[src/rtl/id_ex_stage.sv]
// ID/EX pipeline register with valid/ready handshake, ALU-op legalisation and optional
// operand forwarding (enabled by defining ID_EX_FORWARD_EN).
module id_ex_stage (
    input  logic        clk,
    input  logic        reset,
    input  logic        in_valid,
    output logic        in_ready,
    input  logic [4:0]  rs1,
    input  logic [4:0]  rs2,
    input  logic [4:0]  rd,
    input  logic [31:0] rs_data1,
    input  logic [31:0] rs_data2,
    input  logic [31:0] imm,
    input  logic        alu_src,
    input  logic [3:0]  alu_op_in,
    input  logic        reg_write_in,
    input  logic        flush,
    input  logic [4:0]  exmem_rd,
    input  logic [4:0]  memwb_rd,
    input  logic        exmem_we,
    input  logic        memwb_we,
    input  logic [31:0] exmem_result,
    input  logic [31:0] memwb_result,
    input  logic        out_ready,
    output logic        out_valid,
    output logic [31:0] A,
    output logic [31:0] B,
    output logic [3:0]  ALUOp,
    output logic [4:0]  rd_out,
    output logic        reg_write_out,
    output logic [31:0] store_data,
    output logic        illegal_op
);

    logic        valid_q, valid_d;
    logic [4:0]  rs1_q, rs1_d, rs2_q, rs2_d, rd_q, rd_d;
    logic [31:0] rs_data1_q, rs_data1_d, rs_data2_q, rs_data2_d, imm_q, imm_d;
    logic        alu_src_q, alu_src_d;
    logic [3:0]  alu_op_q, alu_op_d;
    logic        reg_write_q, reg_write_d;
    logic        illegal_q, illegal_d;

    logic        load;
    logic        op_legal;
    logic [31:0] fwd_a, fwd_b;

    assign in_ready = ~valid_q | out_ready;
    assign load     = in_valid & in_ready & ~flush;

    always_comb begin
        case (alu_op_in)
            4'b0000, 4'b0001, 4'b0010, 4'b0110: op_legal = 1'b1;
            default:                            op_legal = 1'b0;
        endcase
    end

    always_comb begin
        valid_d     = valid_q;
        rs1_d       = rs1_q;
        rs2_d       = rs2_q;
        rd_d        = rd_q;
        rs_data1_d  = rs_data1_q;
        rs_data2_d  = rs_data2_q;
        imm_d       = imm_q;
        alu_src_d   = alu_src_q;
        alu_op_d    = alu_op_q;
        reg_write_d = reg_write_q;
        illegal_d   = illegal_q;
        if (flush) begin
            valid_d = 1'b0;
        end else if (load) begin
            valid_d     = 1'b1;
            rs1_d       = rs1;
            rs2_d       = rs2;
            rd_d        = rd;
            rs_data1_d  = rs_data1;
            rs_data2_d  = rs_data2;
            imm_d       = imm;
            alu_src_d   = alu_src;
            // Unsupported ops degrade to a harmless AND that never writes back.
            alu_op_d    = op_legal ? alu_op_in : 4'b0000;
            reg_write_d = reg_write_in & op_legal;
            illegal_d   = ~op_legal;
        end else if (out_ready) begin
            valid_d = 1'b0;
        end
    end

    always_ff @(posedge clk) begin
        if (reset) begin
            valid_q     <= 1'b0;
            rs1_q       <= 5'd0;
            rs2_q       <= 5'd0;
            rd_q        <= 5'd0;
            rs_data1_q  <= 32'd0;
            rs_data2_q  <= 32'd0;
            imm_q       <= 32'd0;
            alu_src_q   <= 1'b0;
            alu_op_q    <= 4'd0;
            reg_write_q <= 1'b0;
            illegal_q   <= 1'b0;
        end else begin
            valid_q     <= valid_d;
            rs1_q       <= rs1_d;
            rs2_q       <= rs2_d;
            rd_q        <= rd_d;
            rs_data1_q  <= rs_data1_d;
            rs_data2_q  <= rs_data2_d;
            imm_q       <= imm_d;
            alu_src_q   <= alu_src_d;
            alu_op_q    <= alu_op_d;
            reg_write_q <= reg_write_d;
            illegal_q   <= illegal_d;
        end
    end

`ifdef ID_EX_FORWARD_EN
    // Forwarding is re-evaluated every cycle so a stalled bundle picks up late results.
    always_comb begin
        fwd_a = rs_data1_q;
        fwd_b = rs_data2_q;
        if (exmem_we && exmem_rd == rs1_q && rs1_q != 5'd0) begin
            fwd_a = exmem_result;
        end else if (memwb_we && memwb_rd == rs1_q && rs1_q != 5'd0) begin
            fwd_a = memwb_result;
        end
        if (exmem_we && exmem_rd == rs2_q && rs2_q != 5'd0) begin
            fwd_b = exmem_result;
        end else if (memwb_we && memwb_rd == rs2_q && rs2_q != 5'd0) begin
            fwd_b = memwb_result;
        end
    end
`else
    logic unused_fwd;
    assign unused_fwd = ^{exmem_rd, memwb_rd, exmem_we, memwb_we, exmem_result, memwb_result,
                          rs1_q, rs2_q};
    always_comb begin
        fwd_a = rs_data1_q;
        fwd_b = rs_data2_q;
    end
`endif

    assign out_valid     = valid_q;
    assign A             = fwd_a;
    assign store_data    = fwd_b;
    assign B             = alu_src_q ? imm_q : fwd_b;
    assign ALUOp         = alu_op_q;
    assign rd_out        = rd_q;
    assign reg_write_out = valid_q & reg_write_q;
    assign illegal_op    = valid_q & illegal_q;

endmodule

[config.mk]
export PLATFORM = sky130hd
export DESIGN_NAME = id_ex_stage
export DESIGN_NICKNAME = d
export VERILOG_FILES = /design/src/rtl/id_ex_stage.sv
export SDC_FILE = /design/constraint.sdc
export NUM_CORES = 1
export LEC_CHECK = 0
export CELL_PAD_IN_SITES_DETAIL_PLACEMENT = 2
export CELL_PAD_IN_SITES_GLOBAL_PLACEMENT = 2
export CORE_ASPECT_RATIO = 1.1
export CORE_MARGIN = 2
export CORE_UTILIZATION = 21
export CTS_CLUSTER_SIZE = 28
export DETAILED_ROUTE_END_ITERATION = 6
export PLACE_DENSITY = 0.95
export RECOVER_POWER = 25
export SETUP_SLACK_MARGIN = 0.15
export SKIP_LAST_GASP = 1
export SLEW_MARGIN = 20
export SYNTH_ARGS = -nofsm -noshare
export SYNTH_HDL_FRONTEND = slang
export SYNTH_SLANG_ARGS = --single-unit
[constraint.sdc]
create_clock -name clk -period 3 [get_ports clk]
set_input_delay 0.6 -clock clk [delete_from_list [all_inputs] [get_ports clk]]
set_output_delay 0.6 -clock clk [all_outputs]
set_load 0.01 [all_outputs]
Word level (Yosys, flattened, before mapping)
Cells that the tools add are included.

Order comparisons: 0. Add/sub/neg operators: 0. Shift operators: 0. Muxes and demuxes: 5. $mul: 0. Bitwise logic cells: 9. Eq/ne operators: 3. Reduce and logical (&&, ||, !) cells: 5. Div/mod/pow operators: 0.

Operators by type and width (count): $mux 32 (1); $and 1x1->1 (5); $eq 4x1->1 const B (1); $eq 4x2->1 const B (1); $eq 4x3->1 const B (1); $logic_not 4->1 (1); $mux 4 (1); $reduce_or 4->1 (1); $mux 1 (3); $not 1->1 (3); $reduce_and 2->1 (1); $reduce_bool 2->1 (1); $reduce_or 2->1 (1); $or 1x1->1 (1).

Output and inout port bits: 109. Memories kept: 0. Bits in writable memories: 0. Latch bits: 0. Bits in read-only memories: 0. Bits in registers: 109. Bits of input ports: 198.

Longest topological paths before layout
Depth in word-level cells: 5. Depth in mapped cells: 8. Gate-level depth less buffers: 4.

Worst setup path before layout
Ideal clock, no wire load.

Path kind: in2out. From: input out_ready. To: output in_ready. Cell stages on the path: 5. Setup slack: 1.268 ns. Required time: 2.400 ns. Arrival time: 1.132 ns. Cells stage by stage: nor2b_4 -> buf_6 -> buf_6 -> inv_6 -> buf_4.

Word-level cells in the longest chain between the ends: 1.

RTL lines: from (decl) (line 24) `input logic out_ready,`; $or 1x1->1 (line 47) `assign in_ready = ~valid_q | out_ready;`; to (decl) (line 7) `output logic in_ready,`.

Every way passes these cells.

Worst setup path in the final report
From: input out_ready. To: register imm_q[21].

Word-level cells in the longest chain between the ends: 4.

RTL lines: $or 1x1->1 (line 47); $and 1x1->1 (2 in series) (line 48) `assign load = in_valid & in_ready & ~flush;`; $reduce_and 2->1 (no source line); to (signal assigned) (line 109) `imm_q <= imm_d;`; to (decl) (line 37) `logic [31:0] rs_data1_q, rs_data1_d, rs_data2_q, rs_data2_d, imm_q, imm_d;`.

Every way passes these cells. A chain may end at the register's enable or synchronous reset.

==> metrics.md <==
| Metric | Value |
|---|---|
| Status | finished clean |
| DR pass1 iterations | 4 |
| Hold path startpoint | A[9] |
| Total track usage | 0.1594 |
| Layout filler cell count | between 2,000 and 3,000 |
| Area growth, synth to finish | 53.93% |
| CTS tree | done |
| Routed vias | between 4,000 and 5,000 |
| Worst-Skew Late Latency | between 300 and 400 ps |
| First DRT Iteration DRCs | around 190 |
| Count of final setup violators | 0 |
| Netlist cell types | 27 |
| CP Data Arrival Time | ~3000 ps |
| TNS Setup | 0 ps |
| TritonCTS Buffers | 9 |
| Power Total | approximately 3300 µW |
| Reg area | about 0.0022 mm² |
| Hold Crit Class | reg2reg |
| Crit-path max FO | between 100 and 150 |
| Final Hold Vio Count | 0 |
| IO Count | between 300 and 400 |
| Die width | ~150 µm |
| Seq cells post-synth | ~110 |
| Sequential Power Share | 0.469 |
| Critical path type | in2reg |
| Final setup skew | 7.241 ps |
| Final nets | 914 |
| Synthesized area | between 0.004 and 0.005 mm² |
| Htree depth | 3 |
| Multi-input logic area | approximately 0.0023 mm² |
| Port Buffers | 220 |
| Layout cell share with drive strength beyond 1 | 0.1667 |
| Syn_nets | about 740 |
| Post CTS Setup Buffer Count | 0 |
| Lkg Pwr | 0.002561 µW |
| Yosys warns | 0 |
| GP Congestion | 0.7452 |
| Pin slew with the least headroom to its limit | 1124 ps |
| Vias/cell | 4.758 |
| Avg WL per Cell | 19.45 µm |
| Die height | approximately 160 µm |
| Syn Inst Count | between 500 and 600 |
| HPWL after DPL | 13,180 µm |
| PostCTS Resize Cnt | 0 |
| WL final | 19,870 µm |
| Relative slew slack | 0.2508 |
| Final period util | 0.9112 |
| Core Region | ~0.023 mm² |
| First-pass GRT wire length | 30,530 µm |
| Hold path depth | 2 |
| Worst setup SP type | primary input |
| Starting Density | 0.2138 |
| Largest net degree at the start of global routing | between 100 and 150 |
| Sw power | 883.1 µW |
| Mean post-synth cell area | approximately 9.1 µm² |
| Maximum clock rate | 365.8 MHz |
| Power Density | between 400 and 500 mW/mm² |
| Flop2flop setup slack | about 500 ps |
| Cell-internal power | between 2000 and 2500 µW |
| R2r startpoint | out_valid |
| Final slew viol count | 0 |
| Initial antenna violation count | 2 |
| Vias in the first global route | 5,395 |
| CTS max path bufs | 2 |
| Maximum vdd ir drop | between 0.0002 and 0.0003 V |
| GRT overflow | 0 |
| Seq/Total Area, Yosys | 0.4464 |
| Rows | slightly below 60 |
| Clk slew on worst S/H paths | 70 ps |
| DRC Markers | 0 |
| Worst reg2reg path depth | 4 |
| Clock Power Share | 0.349 |
| Crit. End Element | flop |
| CTS sink count | 109 |
| Power share of the combinational group | 0.182 |
| Switching portion of total power | 0.2671 |
| Worst Path Required | 3270 ps |
| Hold_buf cts | 0 |
| Max-cap viol count | 0 |
| Min Tclk post-route | approximately 2700 ps |
| R2R Path End | imm_q[21] |
| Hold EP | A[9] |
| Die Area | 0.02452 mm² |
| Root Buffer | clkbuf_16 |
| Final antenna-violating net count | 0 |
| RSZ-0062 raised after global routing | no |
cells by family after synthesis:
group / after synthesis / synth area share
buf+inv: 65 / 0.07858
flops: 109 / 0.4464
mux: 32 / 0.07371
compound gates: 215 / 0.2462
simple gates: 117 / 0.1551
registers in the layout, summed over array words and instances (netlist names):
name,flops
A,32
ALUOp,4
alu_src_q,1
illegal_q,1
imm_q,32
out_valid,1
rd_out,5
reg_write_q,1
store_data,32
metal layers:
layer,GRT usage,wire (µm),vias to the layer above
met5,0,0,-
met4,0.06623,512,0
met3,0.03139,875,26
met2,0.2827,10170,124
met1,0.1868,8318,2426
li1,-,-,2287
synth_stat cells, drive strengths merged:
cell    number  area [µm²]
nand4        1       6.260
clkbuf      30       112.6
inv          2       12.51
nor2         2       7.510
nor3         1       5.000
dfxtp      109        2182
o211a        1       10.01
nand3      104       670.7
buf         33       259.0
nor3b        2       15.01
nor2b        3       26.27
a211oi       2       15.01
nor4b        1       8.760
o21ai      105       525.5
a21oi      106       643.1
nand2b       1       6.260
a41o         1       10.01
mux2        32       360.4
and2         2       12.51
power groups by stage:
stage	sequential [µW]	clock [µW]	combinational [µW]
final	1550	1150	601
after global routing	1560	1270	650
after CTS	1550	1210	620
after detailed placement	1590	0	615
after global placement	1580	0	597
after floorplan	1590	0	242
final cells by class:
| type | count | share of cell area |
|---|---|---|
| Antenna cell | 2 | 0.0006651 |
| Inverter | 2 | 0.001663 |
| Sequential cell | 109 | 0.2902 |
| Multi-Input combinational cell | 364 | 0.3096 |
| Timing Repair Buffer | 230 | 0.3123 |
| Clock buffer | 12 | 0.03276 |
| Clock inverter | 3 | 0.002993 |
| Tap cell | 300 | 0.04988 |
cell usage in the layout, fill, tap and decap left out:
cell             synthesis  routed
inv_6                    1       1
buf_12                   4       6
o21ai_0                 93     100
nor3b_1                  2       2
diode_2                  0       2
o211a_1                  1       1
clkbuf_1                30       2
inv_1                    1       1
clkbuf_4                 0       1
a211oi_1                 2       2
buf_4                    6       4
a21oi_2                 30      30
nor3_1                   1       1
clkbuf_8                 0       1
mux2_2                  32      32
nor4b_1                  1       1
clkbuf_16                0       9
and2_1                   2       2
nand3_2                 30      30
nor2b_1                  2       2
a41o_1                   1       1
nand3_1                 74      74
clkinvlp_4               0       3
o21ai_1                 12       5
nor2b_4                  1       1
nand2b_4                 0       1
clkdlybuf4s50_1          0     188
dfxtp_2                  0       1
dlygate4sd3_1            0      31
nand4_1                  1       1
dfxtp_1                109     108
nor2_1                   2       2
a21oi_1                 76      76
worst max path at each step:
stage | from | to | depth (start not counted)
after floorplan | out_ready | in_ready | 5
after global placement | out_ready | in_ready | 4
after detailed placement | out_ready | in_ready | 4
after CTS | alu_src_q | B[14] | 3
after global routing | out_ready | reg_write_q | 5
final | out_ready | imm_q[21] | 5
per-stage QoR:
step	utilization	cells	setup WS (ps)	hold slack, ps	area, µm²
detailed placement	0.3181	1005	596.3	474.6	7271
CTS	0.3298	1020	259.5	484.9	7540
global route	0.3292	1022	128.7	512.0	7525
floorplan	-	538	1268	450.2	4888
finish	0.3292	1022	266.3	477.1	7525
global placement	0.3181	1005	604.4	456.9	7271
critical path, stage by stage:
cell and delay [ps]:
clkdlybuf4s50_1 400, nor2b_1 380, clkbuf_4 980, o21ai_0 330, a21oi_1 250
(Power assumes the default switching activity.)
